`config.mk`:
```
export PLATFORM = sky130hd
export DESIGN_NAME = calendar_date
export DESIGN_NICKNAME = d
export VERILOG_FILES = /design/src/rtl/calendar_date.sv
export SDC_FILE = /design/constraint.sdc
export NUM_CORES = 1
export LEC_CHECK = 0
export CAP_MARGIN = 20
export CORE_MARGIN = 2
export CORE_UTILIZATION = 55
export CTS_BUF_LIST = sky130_fd_sc_hd__clkbuf_4
export DETAILED_ROUTE_END_ITERATION = 8
export HOLD_SLACK_MARGIN = 0.03
export PLACE_DENSITY = 0.81
export SYNTH_ARGS = -nofsm -noshare
export SYNTH_HDL_FRONTEND = slang
export SYNTH_SLANG_ARGS = --single-unit
```
`constraint.sdc`:
```
create_clock -name ADC_CLK_10 -period 4 [get_ports ADC_CLK_10]
set_clock_uncertainty 0.05 [all_clocks]
set_input_delay 0.6 -clock ADC_CLK_10 [delete_from_list [all_inputs] [get_ports ADC_CLK_10]]
set_output_delay 0.6 -clock ADC_CLK_10 [all_outputs]
set_load 0.005 [all_outputs]
```
`src/rtl/calendar_date.sv`:
```
// Calendar date keeper: BCD month/day plus binary day-of-year, advanced by a
// prescaled day_tick and loadable with range-checked BCD values.
module calendar_date #(
    parameter int TICKS_PER_DAY = 1
) (
    input  logic       ADC_CLK_10,
    input  logic       RST,
    input  logic       day_tick,
    input  logic       leap,
    input  logic       load,
    input  logic [7:0] set_month,
    input  logic [7:0] set_day,
    output logic [7:0] month_bcd,
    output logic [7:0] day_bcd,
    output logic [8:0] doy,
    output logic       year_wrap,
    output logic       load_ack,
    output logic       load_err
);

    localparam logic [7:0] TPD_LAST = 8'(TICKS_PER_DAY - 1);

    logic [7:0] month_q, month_d;
    logic [7:0] day_q, day_d;
    logic [8:0] doy_q, doy_d;
    logic [7:0] presc_q, presc_d;
    logic       year_wrap_q, year_wrap_d;
    logic       load_ack_q, load_ack_d;
    logic       load_err_q, load_err_d;

    function automatic logic [4:0] month_len(input logic [7:0] m, input logic lp);
        case (m)
            8'h01, 8'h03, 8'h05, 8'h07, 8'h08, 8'h10, 8'h12: month_len = 5'd31;
            8'h04, 8'h06, 8'h09, 8'h11:                      month_len = 5'd30;
            8'h02:   month_len = lp ? 5'd29 : 5'd28;
            default: month_len = 5'd31;
        endcase
    endfunction

    // Days in all months before m; February contributes 29 only in a leap year.
    function automatic logic [8:0] days_before(input logic [7:0] m, input logic lp);
        logic [8:0] base;
        case (m)
            8'h01:   base = 9'd0;
            8'h02:   base = 9'd31;
            8'h03:   base = 9'd59;
            8'h04:   base = 9'd90;
            8'h05:   base = 9'd120;
            8'h06:   base = 9'd151;
            8'h07:   base = 9'd181;
            8'h08:   base = 9'd212;
            8'h09:   base = 9'd243;
            8'h10:   base = 9'd273;
            8'h11:   base = 9'd304;
            8'h12:   base = 9'd334;
            default: base = 9'd0;
        endcase
        days_before = base + {8'd0, (lp && (m != 8'h01) && (m != 8'h02))};
    endfunction

    function automatic logic [7:0] bcd_inc(input logic [7:0] v);
        if (v[3:0] >= 4'd9) begin
            bcd_inc = {v[7:4] + 4'd1, 4'd0};
        end else begin
            bcd_inc = {v[7:4], v[3:0] + 4'd1};
        end
    endfunction

    function automatic logic [6:0] bcd_to_bin(input logic [7:0] v);
        bcd_to_bin = ({3'd0, v[7:4]} * 7'd10) + {3'd0, v[3:0]};
    endfunction

    function automatic logic bcd_digits_ok(input logic [7:0] v);
        bcd_digits_ok = (v[7:4] <= 4'd9) && (v[3:0] <= 4'd9);
    endfunction

    logic month_ok_s;
    logic day_ok_s;
    logic tick_s;
    logic advance_s;

    // Next-state: load beats tick; a tick under a load is simply dropped.
    always_comb begin
        month_d     = month_q;
        day_d       = day_q;
        doy_d       = doy_q;
        presc_d     = presc_q;
        year_wrap_d = 1'b0;
        load_ack_d  = 1'b0;
        load_err_d  = 1'b0;
        month_ok_s  = bcd_digits_ok(set_month) && (set_month != 8'h00) && (set_month <= 8'h12);
        day_ok_s    = bcd_digits_ok(set_day) && (set_day != 8'h00) &&
                      (bcd_to_bin(set_day) <= {2'd0, month_len(set_month, leap)});
        tick_s      = day_tick && !load;
        advance_s   = tick_s && (presc_q >= TPD_LAST);

        if (load) begin
            if (month_ok_s && day_ok_s) begin
                month_d    = set_month;
                day_d      = set_day;
                doy_d      = days_before(set_month, leap) + {2'd0, bcd_to_bin(set_day)};
                presc_d    = 8'd0;
                load_ack_d = 1'b1;
            end else begin
                load_err_d = 1'b1;
            end
        end else if (tick_s) begin
            presc_d = advance_s ? 8'd0 : presc_q + 8'd1;
            // >= lets a stored Feb 29 roll to Mar 01 after leap drops.
            if (!advance_s) begin
                day_d = day_q;
            end else if (bcd_to_bin(day_q) < {2'd0, month_len(month_q, leap)}) begin
                day_d = bcd_inc(day_q);
                doy_d = doy_q + 9'd1;
            end else if (month_q == 8'h12) begin
                day_d       = 8'h01;
                month_d     = 8'h01;
                doy_d       = 9'd1;
                year_wrap_d = 1'b1;
            end else begin
                day_d   = 8'h01;
                month_d = bcd_inc(month_q);
                doy_d   = doy_q + 9'd1;
            end
        end else begin
            presc_d = presc_q;
        end
    end

    // State and registered outputs.
    always_ff @(posedge ADC_CLK_10 or posedge RST) begin
        if (RST) begin
            month_q     <= 8'h01;
            day_q       <= 8'h01;
            doy_q       <= 9'd1;
            presc_q     <= 8'd0;
            year_wrap_q <= 1'b0;
            load_ack_q  <= 1'b0;
            load_err_q  <= 1'b0;
        end else begin
            month_q     <= month_d;
            day_q       <= day_d;
            doy_q       <= doy_d;
            presc_q     <= presc_d;
            year_wrap_q <= year_wrap_d;
            load_ack_q  <= load_ack_d;
            load_err_q  <= load_err_d;
        end
    end

    assign month_bcd = month_q;
    assign day_bcd   = day_q;
    assign doy       = doy_q;
    assign year_wrap = year_wrap_q;
    assign load_ack  = load_ack_q;
    assign load_err  = load_err_q;

endmodule

```
==> results.cfg <==
[pwr]
p_leak_uw = 0.00168
switching_share_pct = 45.7
seq_power_share_pct = 28.9
power.density_mw_per_mm2 = 467
p_int_uw = 986
pwr-share-clk_pct = 7.4
ir_drop_uv = 272
pwr-share-comb_pct = 63.7
switchingPower_uw = 829

[sta]
layout_min_cycle_time_ps = 3650
maxSlewViolCount = 0
setup_violations = 0
hold_viol = 0
tightestPinTransition_ps = 644
slew_headroom_pct = 56.7
post-route-period-util_pct = 91.1
max_clock_freq_mhz = 274
rsz0062_at_grt = false
fin_tns_setup_ps = 0

[grt]
grt_overflow = 0
antenna_found_initial = 0
grt_pass1_vias = 2953
grt_pass1_wl_um = 14100
grtUsageTotal_pct = 27.6
grt_max_degree = 29

[final_layout]
mostFrequentLayoutCell = clkdlybuf4s50_1
syn2layout_area_growth_pct = 21.2
layout_common_cells = 48 x clkdlybuf4s50_1, 37 x ha_1, 31 x nor2_1, 31 x inv_1, 27 x o21ai_0
fin_cells = 500
finish.net_count = 493
antennaDiodeCount = 0
drive_above_1_share_pct = 10.7

[die]
die_h_um = 80.4
dieArea_sq_mm = 0.00646
rows = 27
chipWidth_um = 80.4
core_sq_mm = 0.00557
io_pins = 49
initial_core_util_pct = 57.5

[detailed_routing]
drtPass1Iterations = 4
num_vias = 3102
drc = 0
wl_per_cell_um = 16.9
drt-initial-drc-count = 212
vias_per_cell = 6.20
wirelength_um = 8470
antenna_left = 0

[place]
routabilityCongestion = 0.869
dp_hpwl_um = 6720
port-buffer-count = 48
placed_cells = 495

[flow_run]
maxCapViolCount = 0

[worst_setup_path]
timing.critical_path.arrival_ps = 3840
critPathLaunchType = primary input
cp-end-kind = register
slowest_delay_ps = 550
reg2regPathDepth = 10
cp.required_ps = 4200
r2r_slack_ps = 710
crit_chain = clkdlybuf4s50_1 > ha_1 > ha_1 > nand3_1 > a21boi_0 > nor2_1 > ha_1 > o21ai_0 > a21oi_1 > nor3_1 > o21bai_1 > xor2_1 > a221o_1
critPathMostFrequentCell = ha_1
path_class = primary input to register
crit_fanout = 4
cp_slowest_cell = clkdlybuf4s50_1

[synthesis]
seq_area_frac_synth_pct = 22.0
synth_cell_types = 67
synth_warnings = 0
synth_top_area_cell = dfrtp_1
synth_top_cell_area_share_pct = 19.5
synth-seq-cells = 28
ys.flop_type = dfrtp_1
synth_area_leaders = dfrtp_1 20%, ha_1 14%, o21ai_0 4.2%
synthArstFlopShare_pct = 100
synth_edf_count = 0
netlist_area_sq_mm = 0.00321
syn_avg_cell_area_sq_um = 8.62
synth_cells = 372
syn_nets = 436

[clock_network]
h-tree-depth = 1
numClockSinks = 28
tritoncts = yes
clk_pin_slew_worst_paths_ps = 160
postCtsSetupRepairBufs = 0
numCtsBuffers = 3
cts-root-buf = clkbuf_4
holdBufCountCts = 0
cts-resized-gates = 0
clk_path_buf_depth = 2
clkLatencyLatePin_ps = 340

[run_status]
status = complete, no violations

[min_path]
hp-class = primary input to asynchronous set/reset pin
-- cells in the mapped netlist (all sizes together), types with 3 or more instances --
| cell | count |
|---|---|
| dfstp | 3 |
| and3 | 13 |
| xor2 | 6 |
| inv | 31 |
| o211ai | 3 |
| a21o | 5 |
| nor4 | 5 |
| dfrtp | 25 |
| o22ai | 4 |
| nor2b | 8 |
| and2 | 3 |
| a2bb2oi | 3 |
| clkbuf | 6 |
| a22oi | 4 |
| a21boi | 3 |
| a21oi | 17 |
| nand2 | 19 |
| buf | 9 |
| a32oi | 9 |
| nor3 | 10 |
| a221oi | 4 |
| or4 | 4 |
| nand2b | 5 |
| fa | 6 |
| mux2i | 4 |
| nand3 | 12 |
| a211oi | 6 |
| xnor2 | 8 |
| nor2 | 33 |
| o21ai | 30 |
| ha | 37 |
| a32o | 4 |
| o2bb2ai | 5 |
-- kinds of logic after synthesis --
kind of cell	Yosys count	share of synthesized area, %
buffers and inverters	46	6.24
and+or+nand+nor	118	19.9
xor gates and xnor gates	14	4.06
AOI/OAI and AO/OA	119	28.4
adders and majority gates	43	18.2
DFF	28	22.0
muxes	4	1.25
-- power groups by stage --
stage               sequential [uW]  clock (uW)  combinational (uW)
finish                          525         134                1160
detailed placement              527           0                1140
global placement                523           0                1110
global route                    545         147                1280
floorplan                       501           0                 770
CTS                             522         136                1150
-- layout make-up --
| cell class | count | area (sq um) |
|---|---|---|
| inverters | 31 | 116 |
| well taps | 72 | 90.1 |
| repair buffers | 67 | 643 |
| clock buffers | 4 | 30.0 |
| fillers | 475 | 1690 |
| flip-flops and latches | 28 | 704 |
| multi-input cells | 298 | 2300 |
-- layer usage --
metal	vias up	share of wire, %	GRT usage [%]
li1	1498	-	-
met1	1502	45	37.3
met2	93	50	48.3
met3	9	4.4	2.25
met4	0	0.89	5.59
met5	-	0	0
-- worst max-delay path: cells and delay by family --
kind	cells	cell delay, ps
simple gates	3	450
fa+ha+maj	3	1100
compound gates	5	1000
buf+inv	1	550
xor+xnor	1	150
-- through the flow --
step / util (%) / instance area (sq um) / hold slack [ps] / worst slack [ps] / power, uW
6_report: 69.7 / 3890 / 417 / 354 / 1820
5_1_grt: 69.7 / 3890 / 447 / 213 / 1970
4_1_cts: 69.2 / 3860 / 495 / 425 / 1800
3_5_place_dp: 68.7 / 3830 / 476 / 55.0 / 1670
3_3_place_gp: 68.7 / 3830 / 472 / 179 / 1630
2_1_floorplan: - / 3210 / 453 / 736 / 1270
-- sequential cells by signal (all words and copies together), names as in the netlist --
| signal | flops |
|---|---|
| year_wrap | 1 |
| month_bcd | 8 |
| load_err | 1 |
| day_bcd | 8 |
| load_ack | 1 |
| doy | 9 |
-- worst paths after layout --
path                             from           end
max                        set_day[4]        doy[7]
min reg2reg                    doy[0]        doy[0]
max in group asynchronous         RST    day_bcd[0]
min in group ADC_CLK_10        doy[0]        doy[0]
max reg2reg                day_bcd[4]  month_bcd[5]
min                               RST  month_bcd[2]
(Power assumes the default switching activity.)
